--- src/rtl/hazard_fwd_unit.sv ---
// Hazard-detection and operand-forwarding unit: tracks in-flight destinations per post-ID stage,
// forwards the youngest ready result to each ID source and stalls ID while it is not ready.
// Optional performance counters are built when HAZARD_PERF_EN is defined.
module hazard_fwd_unit #(
  parameter  int DATA_W       = 32,
  parameter  int REG_AW       = 5,
  parameter  int NUM_SRC      = 2,
  parameter  int DEPTH        = 3,
  parameter  int LOAD_RDY_STG = 1,
  parameter  int FLUSH_DEPTH  = 1,
  localparam int SELW         = $clog2(DEPTH + 1)
) (
  input  logic                      clk,
  input  logic                      rst_n,
  input  logic                      pipe_en,
  input  logic                      flush,
  input  logic                      id_valid,
  input  logic [NUM_SRC*REG_AW-1:0] id_src_addr,
  input  logic [NUM_SRC-1:0]        id_src_used,
  input  logic [NUM_SRC*DATA_W-1:0] id_src_rf,
  input  logic [REG_AW-1:0]         id_dst_addr,
  input  logic                      id_dst_wen,
  input  logic                      id_is_load,
  input  logic [DEPTH*DATA_W-1:0]   stage_data,
  output logic                      id_stall,
  output logic [NUM_SRC*DATA_W-1:0] id_opnd,
  output logic [NUM_SRC*SELW-1:0]   fwd_sel
`ifdef HAZARD_PERF_EN
  ,
  output logic [31:0]               perf_stall_cnt,
  output logic [31:0]               perf_fwd_cnt
`endif
);

  logic [DEPTH-1:0]             r_vld;
  logic [DEPTH-1:0]             r_wen;
  logic [DEPTH-1:0]             r_ld;
  logic [DEPTH-1:0][REG_AW-1:0] r_addr;

  logic [DEPTH-1:0]             w_rdy;
  logic [NUM_SRC-1:0]           w_wait;
  logic [NUM_SRC*SELW-1:0]      w_sel;
  logic [NUM_SRC*DATA_W-1:0]    w_opnd;
  logic                         w_iss;

  // A load's data exists only once it reaches LOAD_RDY_STG; everything else is ready in EXE.
  always_comb begin
    for (int i = 0; i < DEPTH; i++) begin
      w_rdy[i] = ~r_ld[i] | (i >= LOAD_RDY_STG);
    end
  end

  // NOTE: every output of this block gets a default before the loops so no latch is inferred.
  // Scanning oldest to youngest lets the youngest match overwrite the older ones.
  always_comb begin
    w_sel  = '0;
    w_opnd = id_src_rf;
    w_wait = '0;
    for (int k = 0; k < NUM_SRC; k++) begin
      for (int i = DEPTH - 1; i >= 0; i--) begin
        if (id_src_used[k] && (id_src_addr[k*REG_AW +: REG_AW] != '0) &&
            r_vld[i] && r_wen[i] && (r_addr[i] == id_src_addr[k*REG_AW +: REG_AW])) begin
          w_wait[k]                  = ~w_rdy[i];
          w_sel[k*SELW +: SELW]      = w_rdy[i] ? SELW'(i + 1) : '0;
          w_opnd[k*DATA_W +: DATA_W] = w_rdy[i] ? stage_data[i*DATA_W +: DATA_W]
                                                : id_src_rf[k*DATA_W +: DATA_W];
        end
      end
    end
  end

  assign id_stall = id_valid & ~flush & (|w_wait);
  assign w_iss    = id_valid & ~id_stall & ~flush;
  assign fwd_sel  = w_sel;
  assign id_opnd  = w_opnd;

  // NOTE: the tracker is a handful of flops, so every field is cleared by reset; state uses <= only.
  always_ff @(posedge clk or negedge rst_n) begin
    if (!rst_n) begin
      r_vld  <= '0;
      r_wen  <= '0;
      r_ld   <= '0;
      r_addr <= '0;
    end else if (pipe_en) begin
      for (int i = 1; i < DEPTH; i++) begin
        r_vld[i]  <= r_vld[i-1];
        r_wen[i]  <= r_wen[i-1];
        r_ld[i]   <= r_ld[i-1];
        r_addr[i] <= r_addr[i-1];
      end
      r_vld[0]  <= w_iss;
      r_wen[0]  <= w_iss & id_dst_wen & (id_dst_addr != '0);
      r_ld[0]   <= w_iss & id_is_load;
      r_addr[0] <= w_iss ? id_dst_addr : '0;
      // Entries that sat in 0..FLUSH_DEPTH-1 have just moved one slot older; kill them there.
      if (flush) begin
        for (int i = 1; (i <= FLUSH_DEPTH) && (i < DEPTH); i++) begin
          r_vld[i] <= 1'b0;
        end
      end
    end
  end

`ifdef HAZARD_PERF_EN
  logic [31:0] r_perf_stall_cnt;
  logic [31:0] r_perf_fwd_cnt;
  logic        w_any_fwd;

  assign w_any_fwd = |w_sel;

  always_ff @(posedge clk or negedge rst_n) begin
    if (!rst_n) begin
      r_perf_stall_cnt <= '0;
      r_perf_fwd_cnt   <= '0;
    end else begin
      if (pipe_en && id_stall && (r_perf_stall_cnt != '1)) begin
        r_perf_stall_cnt <= r_perf_stall_cnt + 32'd1;
      end
      if (pipe_en && w_iss && w_any_fwd && (r_perf_fwd_cnt != '1)) begin
        r_perf_fwd_cnt <= r_perf_fwd_cnt + 32'd1;
      end
    end
  end

  assign perf_stall_cnt = r_perf_stall_cnt;
  assign perf_fwd_cnt   = r_perf_fwd_cnt;
`endif

endmodule

--- config.mk ---
export PLATFORM = sky130hd
export DESIGN_NAME = hazard_fwd_unit
export DESIGN_NICKNAME = d
export VERILOG_FILES = /design/src/rtl/hazard_fwd_unit.sv
export SDC_FILE = /design/constraint.sdc
export NUM_CORES = 1
export LEC_CHECK = 0
export ABC_CLOCK_PERIOD_IN_PS = 5970
export BUFFER_PORTS_ARGS = -buffer_cell sky130_fd_sc_hd__buf_2
export CAP_MARGIN = 10
export CORE_ASPECT_RATIO = 0.6
export CORE_MARGIN = 2
export CORE_UTILIZATION = 48
export CTS_CLUSTER_SIZE = 12
export DETAILED_ROUTE_END_ITERATION = 6
export GPL_ROUTABILITY_DRIVEN = 1
export PLACE_DENSITY = 0.95
export SLEW_MARGIN = 20
export SYNTH_ARGS = -nofsm -noshare
export SYNTH_HDL_FRONTEND = slang
export SYNTH_SLANG_ARGS = --single-unit
--- constraint.sdc ---
create_clock -name clk -period 5.97 [get_ports clk]
set_input_delay 1.194 -clock clk [delete_from_list [all_inputs] [get_ports clk]]
set_output_delay 1.194 -clock clk [all_outputs]
set_load 0.005 [all_outputs]
==> metrics.md, run 1 <==
| Metric | Value |
|---|---|
| Dpl cell area | `0.00530 mm2` |
| Worst path bufs/invs | `3` |
| Cell area power density | `113 mW/mm2` |
| Synth Instances | `510` |
| CTS H-tree depth | `1` |
| Post-synthesis simple-gate area fraction | `19.6%` |
| Sink Count | `22` |
| Worst path most repeated cell | `buf_2` |
| Root Buffer | `clkbuf_16` |
| Vias in the first global route | `4663` |
| Initial drt markers | `397` |
| Syn_area_per_cell | `8.02 um2` |
| Yosys cell types | `43` |
| Vias per cell | `6.27` |
| Area Overhead vs Synth | `31.8%` |
| Tightest Pin Transition | `1.10 ns` |
| Finished Cell Area | `0.00539 mm2` |
| CP startpoint kind | `input port` |
| Worst-case reg-to-reg path depth | `5` |
| Critical path class | `input port to primary output` |
| Post-route ant nets | `0` |
| Worst rel slew slack | `27.0%` |
| Share of cells above drive strength 1 | `49.4%` |
| DRC violations left | `0` |
| Status | `complete, no violations` |
| Arrival time of the worst setup path | `3.56 ns` |
| Post-Syn Area | `0.00409 mm2` |
| Fin crit period | `4.75 ns` |
| Setup bufs post-CTS | `0` |
| Sequential element share of the synthesized area | `13.5%` |
| Final Skew | `0.00472 ns` |
| Fmax | `210 MHz` |
| Final Hold Viols | `0` |
| Register bit total from synthesis | `22` |
| Synth Net Count | `694` |
| Initial antenna violation count | `0` |
| GRT Util Overall | `31.5%` |
| Routed WL | `15700 um` |
| Largest family of logic cells by synthesized area | `compound AO/OA/AOI/OAI gates` |
| Setup TNS | `0 ns` |
| Port buffer count | `252` |
| Ys Warns | `0` |
| CP Capture Type | `primary output` |
| Worst vdd ir | `87.3 uV` |
| Via count | `5243` |
| Largest area contributor in the netlist | `dfrtp_1` |
| Initial core utilization | `48.7%` |
| Crit path max fanout | `24` |
| R2r startpoint | `r_addr[4]` |
| RSZ-0062 raised after global routing | `no` |
| Multi-input logic area | `0.00323 mm2` |
| Post-synth EDFFs | `0` |
| Drt first pass iters | `5` |
| Synth Area in Compound Gates | `39.9%` |
| Total power | `0.608 mW` |
| Hold Path Class | `register to register` |
| Final setup fails | `0` |
| CTS clock-pin slew for the worst setup and hold paths | `0.06 ns` |
| Largest net degree at the start of global routing | `56` |
| Clock Path Buffers | `2` |
| Mux share of post-synthesis cell area | `12.4%` |
| Fillers | `748` |
| Crit path capture | `id_opnd[21]` |
| Hold Buf Count CTS | `0` |
| Worst path cell trace | `buf_2 > xnor2_1 > nand4_1 > nor3_4 > buf_4 > mux2_2 > o221a_1 > buf_2` |
| XOR/XNOR Fraction of Synth Area | `6.43%` |
| Placement Rows | `26` |
| Slowest-stage cell, CP | `nor3_4` |
| Asr flop ratio synth | `100%` |
| Reg2reg end | `r_addr[4]` |
| IO Count | `253` |
| Hpwl dp | `11700 um` |
| Post-CTS Resized | `0` |
| Top delay family on crit path | `simple AND/OR/NAND/NOR gates` |
| Final Cycle Share | `79.6%` |
| WP data required | `4.78 ns` |
| Most frequent cells after synthesis | `a21oi_1 (66), mux2_2 (45), nand2_1 (42)` |
| CTS Buf Count | `3` |
| CORE AREA | `0.00839 mm2` |
| Max-cap violations | `0` |
| R2R Setup Slk | `3.52 ns` |
| Static Leakage | `2.33 nW` |
| Die Y-Extent | `75.5 um` |
| Post-Synth Adder-Cell Area | `0%` |
| Grt total ovfl | `0` |
| CP max stage delay | `0.59 ns` |
| First-pass GRT wire length | `23200 um` |
| Cell with the most instances after synthesis | `a21oi_1` |
| Worst-Skew Late Latency | `0.26 ns` |
| Post-synth top flop | `dfrtp_1` |
| Chip width | `123 um` |
| Die ar. | `0.00929 mm2` |
| Dominant cells by area after synthesis | `dfrtp_1 (13%), mux2_2 (12%), a221oi_2 (11%)` |
| Storage element area | `552 um2` |
| CTS tree | `yes` |
| Nets | `908` |
| Routability cong. | `0.950` |
| Worst Setup SP | `id_src_addr[0]` |
| Top cell type's share of synthesized area | `13.5%` |
| Final Max Slew Viols | `0` |
| Worst path depth | `8` |
| Routed WL per cell | `18.8 um` |
final cells by class:
| cell class | instances | area share [%] |
|---|---|---|
| Multi-Input combinational cell | 425 | 60.0 |
| Tap cell | 112 | 2.60 |
| Inverter | 11 | 0.766 |
| Timing Repair Buffer | 261 | 24.7 |
| Sequential cell | 22 | 10.2 |
| Clock buffer | 4 | 1.65 |
| Antenna cell | 1 | 0.0464 |
placed cells by master, fill, tap and decap left out, types with 9 or more instances in the layout:
cell type  netlist  final
a21oi_1         66     66
a221oi_2        29     29
and2_1          31     31
buf_2           11    252
buf_4            2      9
dfrtp_1         22     21
inv_1           10     10
mux2_2          45     45
nand2_1         42     42
nor2b_1         33     33
o21ai_0         35     35
o221a_1         32     32
o22ai_1         39     39
xnor2_1         20     20
xor2_1          10     10
worst register-to-register path, stage by stage, from the launching register on:
cell and delay [ns]:
dfrtp_1 0.44, xnor2_1 0.20, nand4_1 0.12, or3_2 0.88, a21oi_2 0.50, o22ai_1 0.16
per-stage QoR:
step	hold slack [ns]	util (%)	instances	setup slack, ns
after floorplan	0.498	-	510	2.03
after global placement	0.519	63.1	831	1.20
after detailed placement	0.530	63.1	831	1.19
after CTS	0.544	64.2	835	1.24
after global routing	0.570	64.2	835	1.08
final	0.540	64.2	836	1.22
layer usage:
| metal | vias up | routed length (um) | track usage, % |
|---|---|---|---|
| met1 | 2440 | 6220 | 41.0 |
| met3 | 41 | 1850 | 6.14 |
| met4 | 0 | 346 | 9.09 |
| li1 | 2385 | - | - |
| met5 | - | 0 | 0 |
| met2 | 377 | 7330 | 53.8 |
power breakdown:
part	internal, mW	switching, mW
clock	0.102	0.0563
sequential	0.161	0.0196
combinational	0.141	0.128
total	0.405	0.204
worst min-delay path by stage:
stage,from,to,slack [ns],cells past startpoint
after floorplan,r_wen[1],r_wen[1],0.50,1
after global placement,r_wen[1],r_wen[1],0.52,1
after detailed placement,r_wen[1],r_wen[2],0.53,1
after CTS,r_wen[1],r_wen[2],0.54,1
after global routing,r_wen[1],r_wen[1],0.57,1
final,r_wen[1],r_wen[2],0.54,1
state kept, by name, summed over array words and instances (netlist names):
name    count
r_addr     15
r_vld       3
r_wen       3
r_ld        1
kinds of logic after synthesis:
group / count (synthesis)
AO/OA/AOI/OAI: 210
XOR/XNOR: 30
buffers and inverters: 63
flip-flops: 22
multiplexers: 45
AND/OR/NAND/NOR: 140
Note: power is estimated with default switching activity, not from simulation.
==> run 2, diff against run 1 <==
--- a/config.mk
+++ b/config.mk
@@ -5,16 +5,17 @@
 export SDC_FILE = /design/constraint.sdc
 export NUM_CORES = 1
 export LEC_CHECK = 0
-export ABC_CLOCK_PERIOD_IN_PS = 5970
+export ABC_AREA = 1
+export ABC_CLOCK_PERIOD_IN_PS = 3800
 export BUFFER_PORTS_ARGS = -buffer_cell sky130_fd_sc_hd__buf_2
 export CAP_MARGIN = 10
 export CORE_ASPECT_RATIO = 0.6
 export CORE_MARGIN = 2
-export CORE_UTILIZATION = 48
+export CORE_UTILIZATION = 43
 export CTS_CLUSTER_SIZE = 12
 export DETAILED_ROUTE_END_ITERATION = 6
 export GPL_ROUTABILITY_DRIVEN = 1
-export PLACE_DENSITY = 0.95
+export PLACE_DENSITY = 0.86
 export SLEW_MARGIN = 20
 export SYNTH_ARGS = -nofsm -noshare
 export SYNTH_HDL_FRONTEND = slang
==> constraint.sdc (replaced) <==
create_clock -name clk -period 3.8 [get_ports clk]
set_input_delay 0.76 -clock clk [delete_from_list [all_inputs] [get_ports clk]]
set_output_delay 0.76 -clock clk [all_outputs]
set_load 0.005 [all_outputs]
==> run 2 against run 1 <==
Synthesized cell count up 100%. Combinational power up 75%. Cell count increased by 66%. Worst hold slack lost 0.074 ns. Sequential power grew 51%. Via count increased by 47%. Non-clock buffer count increased by 15. Worst setup slack got worse by 0.75 ns. Critical path type unchanged. Largest cell class unchanged. Largest power group unchanged.
==> metrics.md, run 2 <==
| Metric | Value |
|---|---|
| Logic pwr share | `45.3% (+1.0 points)` |
| Post-CTS Resized | `0 (unchanged)` |
| Root Buffer | `clkbuf_16` |
| Max reg flops | `15 (unchanged)` |
| Synth Net Count | `1214 (+75%)` |
| Final setup margin | `0.463 ns (-0.753 ns)` |
| Most frequent cells after synthesis | `nand2_1 (444), nor2_1 (215), nand3_1 (105)` |
| Hold Buf Count CTS | `0 (unchanged)` |
| Status | `complete, no violations` |
| GRT Util Overall | `33.4% (+1.9 points)` |
| CTS clock-pin slew for the worst setup and hold paths | `0.06 ns (about the same)` |
| Port buffer count | `252 (unchanged)` |
| Final Max Slew Viols | `0 (unchanged)` |
| Routed WL per cell | `15.8 um (-16%)` |
| Syn_area_per_cell | `4.82 um2 (-40%)` |
| Chip width | `143 um (+16%)` |
| Most frequent cells in the layout | `nand2_1 (444), buf_2 (252), nor2_1 (215)` |
| Nets | `1428 (+57%)` |
| Post-synth top flop | `dfrtp_1` |
| CTS H-tree depth | `1 (unchanged)` |
| Placement Rows | `30 (+15%)` |
| Top cell type's share of synthesized area | `33.6% (+20 points)` |
| WP data required | `3.04 ns (-1.74 ns)` |
| Internal power | `0.644 mW (+59%)` |
| Tightest Pin Transition | `0.756 ns (-0.339 ns)` |
| IO Count | `253 (unchanged)` |
| CP startpoint kind | `input port` |
| Grt total ovfl | `0 (unchanged)` |
| Final Hold Viols | `0 (unchanged)` |
| Psw | `0.393 mW (+93%)` |
| Final setup fails | `0 (unchanged)` |
| Initial antenna violation count | `3 (+3)` |
| Multi-input logic area | `0.00388 mm2 (+20%)` |
| Vias per cell | `5.54 (-12%)` |
| Storage element area | `552 um2 (unchanged)` |
| Setup bufs post-CTS | `0 (unchanged)` |
| Sequential Power Share | `26.1% (-3.5 points)` |
| Via count | `7697 (+47%)` |
| Drt first pass iters | `6 (+1)` |
| Hold Slack | `0.466 ns (-0.0743 ns)` |
| Sw Share | `37.9% (+4.4 points)` |
| Largest net degree at the start of global routing | `68 (+21%)` |
| Initial drt markers | `730 (+84%)` |
| Die Y-Extent | `87.2 um (+16%)` |
| Yosys cell types | `26 (-40%)` |
| Post-Syn Area | `0.00496 mm2 (+21%)` |
| Largest area contributor in the netlist | `nand2_1` |
| Post-route ant nets | `0 (unchanged)` |
| Ys Warns | `0 (unchanged)` |
| CORE AREA | `0.0113 mm2 (+34%)` |
| Static Leakage | `3.95 nW (+70%)` |
| Critical path class | `input port to primary output` |
| DRC violations left | `0 (unchanged)` |
| Routed WL | `22000 um (+40%)` |
| Worst vdd ir | `144 uV (+65%)` |
| Hold Path Class | `input port to asynchronous set/reset pin` |
| Fillers | `1211 (+62%)` |
| Routability cong. | `1.02 (+6.9%)` |
| Clock Path Buffers | `2 (unchanged)` |
| Total power | `1.04 mW (+70%)` |
| Setup TNS | `0 ns (unchanged)` |
| First-pass GRT wire length | `33300 um (+43%)` |
| Hpwl dp | `16600 um (+42%)` |
| Worst rel slew slack | `49.6% (+23 points)` |
| Arrival time of the worst setup path | `2.58 ns (-0.98 ns)` |
| Sink Count | `22 (unchanged)` |
| Share of cells above drive strength 1 | `26.0% (-23 points)` |
| Initial core utilization | `44.1% (-4.6 points)` |
| Max-cap violations | `0 (unchanged)` |
| Final Cycle Share | `87.8%` |
| Die ar. | `0.0124 mm2 (+34%)` |
| Fin crit period | `3.34 ns` |
| Register bit total from synthesis | `22 (unchanged)` |
| Asr flop ratio synth | `100% (unchanged)` |
| RSZ-0062 raised after global routing | `no` |
| Post-synth EDFFs | `0 (unchanged)` |
| Area Overhead vs Synth | `27.8%` |
| Largest reg by FF count | `r_addr` |
| Worst-Skew Late Latency | `0.26 ns (about the same)` |
| Cell area power density | `163 mW/mm2 (+45%)` |
| Regs by FF count | `r_addr x15, r_vld x3, r_wen x3` |
| Worst-case reg-to-reg path depth | `9 (+4)` |
| Most common cell after layout, fill and taps aside | `nand2_1` |
| Vias in the first global route | `6730 (+44%)` |
| Crit path max fanout | `12 (-50%)` |
| CP Capture Type | `primary output` |
| CTS Buf Count | `3 (unchanged)` |
| CTS tree | `yes` |
| Placement Setup Slack | `0.540 ns (-0.646 ns)` |
| Clock share of power | `28.5% (+2.4 points)` |
| Synth Instances | `1030 (+100%)` |
| Final Skew | `0.00340 ns (-0.00132 ns)` |
| Utilization after layout | `56.4% (-7.8 points)` |
| Fmax | `300 MHz` |
| Sequential element share of the synthesized area | `11.1% (-2.4 points)` |
| Dominant cells by area after synthesis | `nand2_1 (34%), nor2_1 (16%), dfrtp_1 (11%)` |
| Cell with the most instances after synthesis | `nand2_1` |
## run 2: path summary, 6_finish.rpt
path	from	end	slack, ns
hold / removal	rst_n	r_vld[2]	0.47
min in group clk	r_wen[2]	r_wen[2]	0.50
max in group asynchronous	rst_n	r_ld[0]	2.97
setup / recovery	id_src_addr[4]	id_opnd[18]	0.46
setup reg to reg	r_wen[0]	r_wen[0]	2.01
hold reg to reg	r_wen[2]	r_wen[2]	0.50
## run 2: power groups by stage
stage / Combinational, mW / Sequential (mW) / Clock [mW]
2_1_floorplan: 0.236 / 0.266 / 0
3_3_place_gp: 0.454 / 0.274 / 0
3_5_place_dp: 0.458 / 0.273 / 0
4_1_cts: 0.461 / 0.269 / 0.298
5_1_grt: 0.520 / 0.272 / 0.309
6_report: 0.470 / 0.271 / 0.296
## run 2: critical path: stages
cell and delay (ns):
buf_2 0.12, inv_2 0.08, or2_2 0.29, nand2_1 0.06, nor2_1 0.04, nand3_1 0.07
nor2_1 0.07, inv_1 0.47, buf_4 0.31, nor2_1 0.05, nor2_1 0.12, buf_2 0.13
## run 2: cell type report
type | count | share of cell area (%)
sequential | 22 | 8.69
timing repair buffer | 276 | 22.9
tap | 144 | 2.84
inverter | 44 | 2.68
clock buffer | 3 | 1.18
antenna | 3 | 0.118
multi-input combinational | 897 | 61.1
clock inverter | 1 | 0.473
## run 2: layer usage
metal	part of all wire [%]	global-route usage (%)
met3	14	7.70
met4	2.7	13.1
met1	42	45.7
met2	42	51.2
met5	0	0
## run 2: kinds of logic (layout without fill, tap and decap cells)
| family | Yosys count | count (layout) | synth area share (%) |
|---|---|---|---|
| AOI/OAI and AO/OA | 27 | 27 | 2.82 |
| xor gates and xnor gates | 2 | 2 | 0.353 |
| buffers and inverters | 111 | 324 | 11.0 |
| DFF | 22 | 22 | 11.1 |
| other | 0 | 3 | 0 |
| and+or+nand+nor | 868 | 868 | 74.7 |
## run 2: through the flow
stage                     cell area [um2]  cells
after floorplan                      4960   1030
after global placement               6230   1383
final                                6350   1390
after CTS                            6340   1387
after global routing                 6350   1390
after detailed placement             6230   1383
